===== src/rtl/sprite_plotter_pkg.sv =====
// Shared constants, state encoding and sprite artwork for the sprite plotter.
// The sprite pattern is defined once here so the ROM stays a plain lookup.
package sprite_plotter_pkg;

    localparam int SPR_W = 10;
    localparam int SPR_H = 11;
    localparam int SCR_W = 160;
    localparam int SCR_H = 120;

    localparam logic [2:0] BG_COLOUR   = 3'b000;
    localparam logic [2:0] TRANSPARENT = 3'b101;

    localparam logic [7:0] HOME_X = 8'd0;
    localparam logic [6:0] HOME_Y = 7'd109;

    typedef enum logic [1:0] {
        IDLE  = 2'd0,
        ERASE = 2'd1,
        DRAW  = 2'd2,
        FLUSH = 2'd3
    } state_t;

    // Sprite artwork: colour is the low 3 bits of row XOR col.
    function automatic logic [2:0] sprite_pixel(
        input logic [3:0] row,
        input logic [3:0] col
    );
        logic [3:0] p;
        p = row ^ col;
        return p[2:0];
    endfunction

endpackage


===== src/rtl/sprite_rom.sv =====
// 110 x 3-bit sprite ROM, row-major (addr = row*10 + col), one-cycle latency.
// Ports: CLOCK, ResetN, addr[6:0] in; data[2:0] registered out.
module sprite_rom
    import sprite_plotter_pkg::*;
(
    input  logic       CLOCK,
    input  logic       ResetN,
    input  logic [6:0] addr,
    output logic [2:0] data
);

    logic [3:0] row;
    logic [3:0] col;

    always_comb begin
        row = 4'(addr / 7'd10);
        col = 4'(addr % 7'd10);
    end

    always_ff @(posedge CLOCK or negedge ResetN) begin
        if (!ResetN) data <= BG_COLOUR;
        else         data <= sprite_pixel(row, col);
    end

endmodule


===== src/rtl/sprite_plotter.sv =====
// Erases the sprite at its old position and redraws it at the new one.
// Ports: CLOCK, ResetN, frameTick, posX/posY in; plotX/plotY/colour/plot/busy out.
module sprite_plotter
    import sprite_plotter_pkg::*;
(
    input  logic       CLOCK,
    input  logic       ResetN,
    input  logic       frameTick,
    input  logic [7:0] posX,
    input  logic [6:0] posY,
    output logic [7:0] plotX,
    output logic [6:0] plotY,
    output logic [2:0] colour,
    output logic       plot,
    output logic       busy
);

    localparam logic [3:0] COL_LAST = 4'(SPR_W - 1);
    localparam logic [3:0] ROW_LAST = 4'(SPR_H - 1);
    localparam logic [3:0] ROW_END  = 4'(SPR_H);
    localparam logic [8:0] X_LIM    = 9'(SCR_W);
    localparam logic [7:0] Y_LIM    = 8'(SCR_H);

    state_t     state, next_state;
    logic [3:0] row, col;
    logic [7:0] lat_x, last_x;
    logic [6:0] lat_y, last_y;
    logic       valid;
    logic       accept;
    logic       issue;
    logic       is_erase;
    logic       last_pix;
    logic [8:0] px;
    logic [7:0] py;
    logic [6:0] addr;
    logic [2:0] rom_q;
    logic       s2_valid, s2_erase, s2_onscreen;

    assign is_erase = (state == ERASE);
    assign last_pix = (row == ROW_LAST) && (col == COL_LAST);
    // DRAW runs one extra cycle (row == ROW_END) to drain the output stage.
    assign issue    = (state == ERASE || state == DRAW) && (row < ROW_END);
    assign busy     = (state != IDLE);

    always_ff @(posedge CLOCK or negedge ResetN) begin
        if (!ResetN) state <= IDLE;
        else         state <= next_state;
    end

    always_comb begin
        next_state = state;
        accept     = 1'b0;
        unique case (state)
            IDLE: begin
                if (frameTick) begin
                    if (!valid) begin
                        next_state = DRAW;
                        accept     = 1'b1;
                    end else if ({posX, posY} != {last_x, last_y}) begin
                        next_state = ERASE;
                        accept     = 1'b1;
                    end
                end
            end
            ERASE: if (last_pix) next_state = DRAW;
            DRAW:  if (row == ROW_END) next_state = FLUSH;
            FLUSH: next_state = IDLE;
            default: next_state = IDLE;
        endcase
    end

    // Stage 1: pixel coordinates at full width so off-screen pixels never wrap.
    always_comb begin
        px   = {1'b0, (is_erase ? last_x : lat_x)} + {5'b0, col};
        py   = {1'b0, (is_erase ? last_y : lat_y)} + {4'b0, row};
        addr = 7'({3'b0, row} * 7'd10 + {3'b0, col});
    end

    always_ff @(posedge CLOCK or negedge ResetN) begin
        if (!ResetN) begin
            row <= '0;
            col <= '0;
        end else if (state != next_state) begin
            row <= '0;
            col <= '0;
        end else if (issue) begin
            if (col == COL_LAST) begin
                col <= '0;
                row <= row + 4'd1;
            end else begin
                col <= col + 4'd1;
            end
        end
    end

    always_ff @(posedge CLOCK or negedge ResetN) begin
        if (!ResetN) begin
            lat_x  <= '0;
            lat_y  <= '0;
            last_x <= HOME_X;
            last_y <= HOME_Y;
            valid  <= 1'b0;
        end else begin
            if (accept) begin
                lat_x <= posX;
                lat_y <= posY;
            end
            if (state == DRAW && next_state == FLUSH) begin
                last_x <= lat_x;
                last_y <= lat_y;
                valid  <= 1'b1;
            end
        end
    end

    sprite_rom u_rom (
        .CLOCK  (CLOCK),
        .ResetN (ResetN),
        .addr   (addr),
        .data   (rom_q)
    );

    // Stage 2: registered alongside the ROM output.
    always_ff @(posedge CLOCK or negedge ResetN) begin
        if (!ResetN) begin
            s2_valid    <= 1'b0;
            s2_erase    <= 1'b0;
            s2_onscreen <= 1'b0;
            plotX       <= '0;
            plotY       <= '0;
        end else begin
            s2_valid    <= issue;
            s2_erase    <= is_erase;
            s2_onscreen <= (px < X_LIM) && (py < Y_LIM);
            plotX       <= px[7:0];
            plotY       <= py[6:0];
        end
    end

    assign colour = (s2_valid && !s2_erase) ? rom_q : BG_COLOUR;
    assign plot   = s2_valid && s2_onscreen &&
                    (s2_erase || rom_q != TRANSPARENT);

endmodule


===== config.mk =====
export PLATFORM = sky130hd
export DESIGN_NAME = sprite_plotter
export DESIGN_NICKNAME = d
export VERILOG_FILES = /design/src/rtl/sprite_plotter_pkg.sv /design/src/rtl/sprite_rom.sv /design/src/rtl/sprite_plotter.sv
export SDC_FILE = /design/constraint.sdc
export NUM_CORES = 1
export LEC_CHECK = 0
export ABC_AREA = 1
export CELL_PAD_IN_SITES_DETAIL_PLACEMENT = 0
export CELL_PAD_IN_SITES_GLOBAL_PLACEMENT = 1
export CORE_ASPECT_RATIO = 1.4
export CORE_MARGIN = 2
export CORE_UTILIZATION = 46
export DETAILED_ROUTE_END_ITERATION = 10
export PLACE_DENSITY_LB_ADDON = 0.15
export RECOVER_POWER = 25
export SETUP_SLACK_MARGIN = 0.3
export SYNTH_ARGS = -nofsm -noshare
export SYNTH_HDL_FRONTEND = slang
export SYNTH_SLANG_ARGS = --single-unit
export TNS_END_PERCENT = 30

===== constraint.sdc =====
create_clock -name CLOCK -period 11.2 [get_ports CLOCK]
set_clock_uncertainty 0.1 [all_clocks]
set_input_delay 2.24 -clock CLOCK [delete_from_list [all_inputs] [get_ports CLOCK]]
set_output_delay 2.24 -clock CLOCK [all_outputs]
set_load 0.03 [all_outputs]

* Word level (Yosys, flattened, before mapping) *
Index checks and enable logic that the tools add are counted.

storage, ports and cells
  bits in registers = 62
  bits of input ports = 18
  output and inout port bits = 20
  logic and storage cells = 70

operators by class
  reductions and logical operators = 15
  multiply operators = 1
  $add $sub $neg = 5
  $lt $le $gt $ge = 3
  bitwise gates (word level) = 1
  div/mod/pow operators = 2
  mux-type cells = 19
  eq/ne operators = 10

operators with widths
  kind                                                        number
  2-to-1 mux 4 bit                                            6
  inequality test 15 bit                                      1
  == test 4 bit, second input constant                        3
  2-to-1 mux 2 bit                                            5
  adder 8 x 4 -> 9 bit                                        1
  less-than comparator 9 x 8 -> 1 bit, second input constant  1
  adder 4 x 1 -> 4 bit, second input constant                 2
  adder 7 x 4 -> 8 bit                                        1
  less-than comparator 8 x 7 -> 1 bit, second input constant  1
  2-to-1 mux 8 bit                                            1
  one-hot mux 2 bit (4 select lines)                          1
  adder 7 x 4 -> 7 bit                                        1
  divider 7 x 4 -> 7 bit, second input constant               1
  logical AND 1 bit                                           7
  modulo 7 x 4 -> 7 bit, second input constant                1
  2-to-1 mux 7 bit                                            1
  == test 2 bit, second input constant                        3
  multiplier 4 x 3 -> 6 bit, second input constant            1
  nonzero test 2 bit                                          3
  less-than comparator 4 bit, second input constant           1
  2-to-1 mux 1 bit                                            4
  2-to-1 mux 3 bit                                            1
  inequality test 3 bit, second input constant                1
  XOR 3 bit                                                   1
  other kinds (6)                                             7

* Depth between registers and ports, before layout *
Gate-level depths: netlist (run 1).

  depth in word-level cells = 8
  depth in mapped cells = 28
  gate-level depth less buffers = 28

* By module *
Synthesis (run 1) repeated with hierarchy kept, for this count alone.

unflattened totals
  cells, all modules = 503
  area, all modules = 3903.7 um2

by module, submodules not included
  module          times used  sequential area each (um2)  cells an instance  area each (um2)
  sprite_plotter  1           1482.7                      438                3478.3
  sprite_rom      1           75.1                        65                 425.4

* Worst setup path after synthesis (run 1) *
OpenSTA, ideal clock, no wires.

  kind = input -> register
  start = input port posX[7]
  end = register row[0]
  cell stages on the path = 14
  data required time = 10968 ps
  arrival = 3593 ps
  buffers on the path = 0
  setup slack = 7376 ps
  cell sequence = xor2_1 nor3_1 nand4_1 nand2_1 nand2_1 nand2_1 nand2_1 xor2_1 nand2_1 inv_1 o21ai_0 inv_1 nand2_1 o21ai_0

on the way
  longest elaborated chain between the ends = 8
  elaborated cells between the ends (all ways) = 10

ends and longest elaborated chain
  what                                    line                  text
  from (decl)                             sprite_plotter.sv:9   input logic [7:0] posX,
  inequality test 15 bit (*)              sprite_plotter.sv:59  end else if ({posX, posY} != {last_x, last_y}) begin
  2-to-1 mux 2 bit (*)                    sprite_plotter.sv:59
  2-to-1 mux 2 bit (*)                    sprite_plotter.sv:56  if (!valid) begin
  2-to-1 mux 2 bit (*)                    sprite_plotter.sv:55  if (frameTick) begin
  one-hot mux 2 bit (4 select lines) (*)  sprite_plotter.sv:53  unique case (state)
  inequality test 2 bit (*)               sprite_plotter.sv:83  end else if (state != next_state) begin
  nonzero test 2 bit (no line)            n/a
  AND reduction 2 bit (no line)           n/a
  to (signal assigned)                    sprite_plotter.sv:89  row <= row + 4'd1;
  to (decl)                               sprite_plotter.sv:25  logic [3:0] row, col;

Every way passes the cells marked *; elsewhere a longest branch is shown, timed or not.
A chain may end at the register's enable or synchronous reset.

==> flow_summary.yaml, run 1 <==
status:
  status: "finished with violations"
  violations: "max-capacitance violations, max-slew violations"
power_and_ir_drop:
  vdd_drop_max_mv: 0.114
  p_per_area_nw_per_um2: 104
  fin_total_pwr_mw: 0.454
  p_leak_nw: 2.22
synth:
  synth.area.top_cells: "dfrtp_1 39%, nand2_1 8.6%, ha_1 7.5%, inv_1 6.0%, xor2_1 5.2%"
  synthDistinctLibCells: 39
  async_reset_ff_share_pct: 100
  ys_ff_latch: 62
  synth_area_um2: 3690
  ys_seq_area_share_pct: 42.2
  yosys.area.top_type: "dfrtp_1"
  synth_top_area_share_pct: 38.6
  syn_inst: 442
  yosysMostFrequentCell: "nand2_1"
  syn_area_per_cell_um2: 8.36
  synthTopCellsByCount: "85 x nand2_1, 59 x inv_1, 57 x dfrtp_1, 38 x o21ai_0, 31 x nor2_1"
  synth-main-ff-cell: "dfrtp_1"
  syn_nets: 486
  synth-edff-count: 0
  yosysWarnings: 0
clock_network:
  root_buffer: "clkbuf_8"
  h-tree-depth: 3
  cts_tree: "done"
  numCtsBuffers: 9
  postCtsSetupBuffers: 0
  cts_buffer_depth: 2
  cts.repair.resized: 0
  clk_latency_ns: 0.35
  holdBufCountCts: 0
  clk_pin_slew_ns: 0.06
  cts.sinks: 62
sta:
  final.setup.tns_ns: 0
  fmax_mhz: 199
  finalCritPeriodShare_pct: 44.8
  hold_viol: 0
  relSlewSlack_pct: -118
  setup_ws_ns: 6.18
  hold-worst-slack_ns: 0.380
  period_needed_ns: 5.02
  worstMarginPinSlew_ns: 3.27
  setup_viol: 0
  drv_slew: 63
  rsz0062_at_grt: "false"
critical_path:
  slowest_stage: "clkbuf_1"
  cp_top_family: "buffers and inverters"
  critPathKind: "input pin to asynchronous set/reset pin"
  r2r_slack_ns: 7.32
  required_ns: 10.83
  crit_chain: "buf_2 > clkbuf_1"
  worst_path_largest_cell_delay_ns: 2.30
  ff2ff_path_depth: 26
  startpoint_type: "input pin"
  crit_buf_inv: 2
  end_kind: "asynchronous set/reset pin"
  cp.arrival_ns: 4.65
  r2r_end: "u_rom.data[2]"
  r2r_start: "row[1]"
  path_max_fanout: 62
global_route:
  overflow: 0
  grtUsageTotal_pct: 18.8
  grt_busiest_layer: "met2"
  grt_max_degree: 63
  grt_util_met3_pct: 4.40
  grt_util_met2_pct: 32.8
  grt_pass1_vias: 2707
  grt_util_met1_pct: 22.7
  grt_first_pass_wirelength_um: 12400
  antenna_found_initial: 0
finish:
  drive_gt1_share_pct: 9.84
  final_nets: 527
  area_growth_pct: 18.3
  utilization_pct: 56.0
  antennaDiodeCount: 0
  final_cell_count_no_fill: 588
  final_cell_area_um2: 4370
floorplanning:
  io_pins: 38
  die_area_um2: 8780
  chipHeight_um: 110
  std_cell_rows: 38
  chipWidth_um: 79.7
  start_util_pct: 47.4
  core_um2: 7800
hold_path:
  hold_depth: 2
  worstHoldStart: "valid"
  hold-path-endpoint: "valid"
  hp-class: "flop to flop"
job:
  cap_violations: 1
placed_design:
  dp_hpwl_um: 5650
  numPortBuffers: 37
  pre_cts_ws_ns: 6.27
  postPlaceCellArea_um2: 4160
  gp_congestion: 0.853
  dp.cells: 572
routing:
  drt_iter0_markers: 156
  viasPerCell: 4.95
  drc_errors: 0
  antenna_left: 0
  wirelength_um: 7580
  dr_total_vias: 2911
  firstDrtPassIters: 4
  wl_per_cell_um: 12.9
## state kept, by name, summed over array words and instances, names as in the netlist
| signal | cells |
|---|---|
| s2_onscreen | 1 |
| col | 4 |
| lat_y | 7 |
| plotY | 7 |
| s2_valid | 1 |
| last_x | 8 |
| state | 2 |
| u_rom.data | 3 |
| row | 4 |
| valid | 1 |
| lat_x | 8 |
| plotX | 8 |
| last_y | 7 |
| s2_erase | 1 |
## report_power, final
part	leakage (nW)	internal (mW)	total, mW	switching [mW]
clock	0.110	0.131	0.216	0.0850
sequential	0.707	0.224	0.224	0
combinational	1.40	0.00677	0.0144	0.00763
total	2.22	0.362	0.454	0.0926
## cell families after synthesis
group           count (synthesis)  share of synthesized area (%)
buf+inv                        70                           7.31
fa+ha+maj                      26                           9.62
xor+xnor                       34                           8.06
compound gates                 75                           11.2
mux                             1                          0.271
flops                          62                           42.2
simple gates                  174                           21.4
## placed cells by master (no fill, tap or decap), types with 22 or more instances in the layout
| cell type | n |
|---|---|
| a21oi_1 | 23 |
| o21ai_0 | 38 |
| nor2_1 | 31 |
| nand2_1 | 85 |
| nand3_1 | 27 |
| ha_1 | 22 |
| inv_1 | 59 |
| clkdlybuf4s50_1 | 36 |
| dfrtp_1 | 57 |
| xor2_1 | 22 |
## worst max path at each step
stage / start / end / slack (ns) / depth (start not counted)
after CTS: posX[6] / last_x[7] / 6.64 / 9
final: ResetN / u_rom.data[2] / 6.18 / 2
after detailed placement: posX[6] / last_x[7] / 6.27 / 9
after floorplan: posX[7] / row[0] / 7.38 / 14
after global placement: posX[7] / last_y[5] / 6.34 / 9
after global routing: ResetN / lat_x[1] / 5.38 / 2
## final cells by class
cell class / instances / area (µm²)
clock buffer: 12 / 145
clock inverter: 4 / 70.1
fill: 757 / 3430
inverter: 61 / 229
multi-input combinational: 310 / 1870
sequential: 62 / 1560
tap: 100 / 125
timing repair buffer: 39 / 377
## metal layers
layer | routed length [µm] | vias to the layer above
met5 | 0 | -
met4 | 129 | 0
met3 | 237 | 10
met2 | 3940 | 45
met1 | 3280 | 1348
li1 | - | 1508
(Power assumes the default switching activity.)
==> run 2, diff against run 1 <==
--- a/config.mk
+++ b/config.mk
@@ -10,7 +10,7 @@
 export CELL_PAD_IN_SITES_GLOBAL_PLACEMENT = 1
 export CORE_ASPECT_RATIO = 1.4
 export CORE_MARGIN = 2
-export CORE_UTILIZATION = 46
+export CORE_UTILIZATION = 39
 export DETAILED_ROUTE_END_ITERATION = 10
 export PLACE_DENSITY_LB_ADDON = 0.15
 export RECOVER_POWER = 25
==> constraint.sdc (replaced) <==
create_clock -name CLOCK -period 4.2 [get_ports CLOCK]
set_clock_uncertainty 0.1 [all_clocks]
set_input_delay 0.84 -clock CLOCK [delete_from_list [all_inputs] [get_ports CLOCK]]
set_output_delay 0.84 -clock CLOCK [all_outputs]
set_load 0.03 [all_outputs]
==> flow_summary.yaml, run 2 (synthesis gave the netlist of run 1 again) <==
sta:
  relSlewSlack_pct: -45.4
  period_needed_ns: 3.61
  rsz0062_at_grt: "false"
  finalCritPeriodShare_pct: 85.9
  setup_viol: 0
  setup_ws_ns: 0.592
  hold-worst-slack_ns: 0.361
  final.setup.tns_ns: 0
  fmax_mhz: 277
  drv_slew: 41
  hold_viol: 0
  worstMarginPinSlew_ns: 2.18
critical_path:
  critPathKind: "flop to flop"
  crit_buf_inv: 3
  cp_top_family: "simple AND/OR/NAND/NOR gates"
  worst_path_largest_cell_delay_ns: 0.46
  required_ns: 4.32
  slowest_stage: "fa_1"
  path_common_cell: "nand2_1"
  end_kind: "flop"
  path_max_fanout: 5
  cp.arrival_ns: 3.73
  startpoint_type: "flop"
routing:
  antenna_left: 0
  drc_errors: 0
  drt_iter0_markers: 97
  firstDrtPassIters: 4
  dr_total_vias: 2927
  wl_per_cell_um: 12.8
  viasPerCell: 4.83
  wirelength_um: 7770
floorplanning:
  chipWidth_um: 86.3
  start_util_pct: 39.5
  die_area_um2: 10300
  io_pins: 38
  std_cell_rows: 42
  core_um2: 9350
  chipHeight_um: 119
clock_network:
  cts_buffer_depth: 2
  cts.sinks: 62
  clk_latency_ns: 0.32
  h-tree-depth: 3
  holdBufCountCts: 0
  numCtsBuffers: 9
  cts_tree: "done"
  clk_pin_slew_ns: 0.05
  root_buffer: "clkbuf_16"
finish:
  final_nets: 535
  reg_top3: "last_x: 8 flops, lat_x: 8 flops, plotX: 8 flops"
  drive_gt1_share_pct: 12.7
  n_fill_cell: 915
  layout_common_cells: "85 x nand2_1, 59 x inv_1, 55 x dfrtp_1"
  final_common_cell: "nand2_1"
  area_growth_pct: 25.5
  antennaDiodeCount: 0
job:
  cap_violations: 1
placed_design:
  pre_cts_ws_ns: 0.420
  dp_hpwl_um: 5950
  numPortBuffers: 37
  gp_congestion: 0.826
global_route:
  grt_pass1_vias: 2822
  antenna_found_initial: 0
  grtUsageTotal_pct: 16.3
  grt_max_degree: 41
  overflow: 0
  grt_first_pass_wirelength_um: 13100
status:
  status: "finished with violations"
  violations: "max-capacitance violations, max-slew violations"
power_and_ir_drop:
  p_leak_nw: 2.33
  p_per_area_nw_per_um2: 326
  vdd_drop_max_mv: 0.329
hold_path:
  hp-class: "flop to flop"
[run 2: cell count changes in the layout (fill, tap and decap cells not counted), sizes merged]
cell / delta
clkinv: -1
buf: +7
inv: +1
bufinv: +1
[run 2: final timing paths]
path	slack (ns)	end	from	cells after the start
max	0.59	u_rom.data[2]	row[1]	28
min	0.36	valid	valid	2
max reg2reg	0.59	u_rom.data[2]	row[1]	28
min reg2reg	0.36	valid	valid	2
max in group asynchronous	1.64	row[0]	ResetN	2
min in group asynchronous	1.05	u_rom.data[1]	ResetN	1
[run 2: power by group]
group	total [mW]	switching (mW)	internal, mW
clock	0.876	0.264	0.613
sequential	0.598	0	0.598
combinational	0.0384	0.0200	0.0184
total	1.51	0.284	1.23
[run 2: tightest hold or removal path: cells and delay by family (launching register included)]
kind	cells	cell delay [ns]
buf+inv	1	0.05
flops	1	0.32
simple gates	1	0.06
[run 2: layer usage]
metal	track usage [%]	part of all wire, %	vias up
met5	0	0	-
met4	6.15	1.7	0
met3	3.19	2.1	10
met1	20.0	44	1362
met2	27.9	52	29
li1	-	-	1526
[run 2: per-stage QoR]
stage	utilization [%]	power [mW]	area [µm²]	cells
floorplan	-	0.615	3690	442
global placement	44.8	0.649	4190	585
detailed placement	44.8	0.649	4190	585
CTS	48.6	1.53	4550	601
global route	49.6	1.56	4640	606
finish	49.6	1.51	4640	606
[run 2: timing repair]
item	in CTS	in global routing
gates resized for setup	0	11
buffers inserted	0	5
setup endpoints to repair	0	3
[run 2: final cells by class]
class	count	area (µm²)	share of cell area [%]
repair buffers	47	435	9.39
clock buffers	11	253	5.45
inverters	61	229	4.94
flip-flops and latches	62	1560	33.6
clock inverters	5	104	2.24
multi-input cells	310	1920	41.4
well taps	110	138	2.97
==> RTL edit: new RTL, config.mk and constraints of run 2 <==
Make the reset (`ResetN`) synchronous in 5 clocked blocks.
--- a/src/rtl/sprite_rom.sv
+++ b/src/rtl/sprite_rom.sv
@@ -19,3 +19,3 @@
 
-    always_ff @(posedge CLOCK or negedge ResetN) begin
+    always_ff @(posedge CLOCK) begin
         if (!ResetN) data <= BG_COLOUR;
--- a/src/rtl/sprite_plotter.sv
+++ b/src/rtl/sprite_plotter.sv
@@ -44,3 +44,3 @@
 
-    always_ff @(posedge CLOCK or negedge ResetN) begin
+    always_ff @(posedge CLOCK) begin
         if (!ResetN) state <= IDLE;
@@ -78,3 +78,3 @@
 
-    always_ff @(posedge CLOCK or negedge ResetN) begin
+    always_ff @(posedge CLOCK) begin
         if (!ResetN) begin
@@ -95,3 +95,3 @@
 
-    always_ff @(posedge CLOCK or negedge ResetN) begin
+    always_ff @(posedge CLOCK) begin
         if (!ResetN) begin
@@ -123,3 +123,3 @@
     // Stage 2: registered alongside the ROM output.
-    always_ff @(posedge CLOCK or negedge ResetN) begin
+    always_ff @(posedge CLOCK) begin
         if (!ResetN) begin
Function: differs if ResetN is asserted again (counterexample within 4 cycles, from zero or initial values and one cycle with ResetN low); with ResetN held inactive, the same outputs for 10 cycles.
==> RTL edit against run 2 <==
The flow finishes with violations (capacitance limit); setup slack lost 0.017 ns; sequential share of layout area down 5.3 points; synthesized cell count increased by 10%; area after synthesis is 1.8% lower; sequential cell count unchanged; non-clock buffer count down 5; first-iteration DRC count down 9.3%; critical path depth down 1; cell area fell by 5.2%; routed wire length increased by 4.7%; critical path type unchanged.
Power is not compared: it rests on default switching activity, and its combinational part moved more than twofold at a synthesized area within 25%.
==> RTL edit: results (changes against run 2) <==
| Metric | Value |
|---|---|
| Status | finished, violations left (unchanged) |
| Failing checks | capacitance limit (was capacitance limit, slew limit) |
| Non-clk bufs | 42 (was 47) |
| #MultiIn Comb | 336 (was 310) |
| Max FO, Critical Path | 9 (was 5) |
| Layout cell share with drive strength beyond 1 | 0.115 (was 0.127) |
| RD Place Congestion | 0.796 (was 0.826) |
| Distinct cell type count after synthesis | 40 (was 39) |
| FF+latch area | 1250 sq um (was 1560 sq um) |
| Placement Cell Area | 4110 sq um (was 4190 sq um) |
| Post-synthesis xor/xnor area fraction | 0.0673 (was 0.0806) |
| Syn nets | 530 (was 486) |
| Synth top area cells | dfxtp_1 (34%), nand2_1 (8.1%), inv_1 (7.3%), ha_1 (6.9%), o21ai_0 (6.8%) (was dfrtp_1 (39%), nand2_1 (8.6%), ha_1 (7.5%), inv_1 (6.0%), xor2_1 (5.2%)) |
| Number of signal-net inverters in the final layout | 76 (was 61) |
| Initial antenna violation count | 0 (unchanged) |
| Clock-cell share | 0.0654 (was 0.0769) |
| DR WL met3 | 164 um (was 166 um) |
| Seq_cells | 62 (unchanged) |
| Vias in the first global route | 3022 (was 2822) |
| First-pass GRT wire length | 13700 um (was 13100 um) |
| Top Metal Used | met4 (unchanged) |
| Die width | 85.5 um (was 86.3 um) |
| Post-synthesis sequential area ratio | 0.342 (was 0.422) |
| Synth top cells by count | nand2_1 (78), inv_1 (71), dfxtp_1 (62), o21ai_0 (49), a21oi_1 (42) (was nand2_1 (85), inv_1 (59), dfrtp_1 (57), o21ai_0 (38), nor2_1 (31)) |
| DP Wirelength | 6490 um (was 5950 um) |
| Post-synthesis async set-or-reset flop share | 0 (was 1.00) |
| DRT iter0 DRCs | 88 (was 97) |
| Pin count of the biggest net entering global routing | 39 (was 41) |
| # clk buffers | 13 (was 11) |
| Average routed wire per standard cell | 12.7 um (was 12.8 um) |
| GRT Overall Usage | 0.174 (was 0.163) |
| Metal2 WL | 4450 um (was 4040 um) |
| Max-cap viol count | 1 (unchanged) |
| Proportion of synthesized area in mux cells | 0 (was 0.00271) |
| Layout fillers | 949 (was 915) |
| Final nets | 569 (was 535) |
| Complex-gate fraction of the synthesized area | 0.166 (was 0.112) |
| Met1 WL | 3410 um (was 3440 um) |
| Crit path DAT | 3.79 ns (was 3.73 ns) |
| Critical Path Slowest Stage Cell | fa_2 (was fa_1) |
| Non-clk buf share | 0.0919 (was 0.0939) |
| Port bufs | 37 (unchanged) |
| Multi-input logic area | 2040 sq um (was 1920 sq um) |
| Worst Tran Pin Value | 1.49 ns (was 2.18 ns) |
| Adder-Cell Fraction of Synth Area | 0.0911 (was 0.0962) |
| Vias post-DR | 3070 (was 2927) |
-- RTL edit: report_power, final --
| group | leakage [nW] | switching (W) | internal (W) |
|---|---|---|---|
| Sequential | 0.509 | 0.0000225 | 0.000639 |
| Combinational | 1.43 | 0.000194 | 0.000113 |
| Clock | 0.142 | 0.000249 | 0.000445 |
-- RTL edit: path summary, 6_finish.rpt --
kind,startpoint,end,slack [ns],cells after the start
min,valid$_SDFFE_PN0P_,valid$_SDFFE_PN0P_,0.36,2
max,row[1]$_SDFFE_PP0P_,u_rom.data[2]$_SDFF_PN0_,0.57,27
max reg2reg,row[1]$_SDFFE_PP0P_,u_rom.data[2]$_SDFF_PN0_,0.57,27
min reg2reg,valid$_SDFFE_PN0P_,valid$_SDFFE_PN0P_,0.36,2
-- RTL edit: through the flow --
stage	setup slack (ns)	instances	utilization
5_1_grt	0.282	639	0.487
3_3_place_gp	0.528	623	0.455
4_1_cts	0.384	639	0.487
3_5_place_dp	0.393	623	0.455
2_1_floorplan	0.656	488	-
6_report	0.574	639	0.487
-- RTL edit: worst reg2reg max path, cell delays in order (launching register included) --
cell and delay, ns:
dfxtp_4 0.38, ha_1 0.30, ha_1 0.19, inv_1 0.07, fa_2 0.47, nor2_4 0.14, nand3_2 0.08, nand2_1 0.08
nand2_2 0.06, nand2_4 0.09, nand2_4 0.07, nand3_4 0.09, nand2_4 0.08, nand2_4 0.07, nand2_1 0.06, nand3_2 0.10
nand2_4 0.06, nand2_4 0.07, nand2_1 0.07, nand2_1 0.08, inv_1 0.05, ha_1 0.18, nand3b_2 0.20, nand3_2 0.12
nand2_2 0.06, nand3_1 0.06, nand2_1 0.05, nor2_1 0.13
-- RTL edit: metal layers --
layer  track usage  vias up
met1         0.185     1372
met2         0.327       26
met4        0.0704        0
met3        0.0337       12
met5             0        -
li1              -     1660
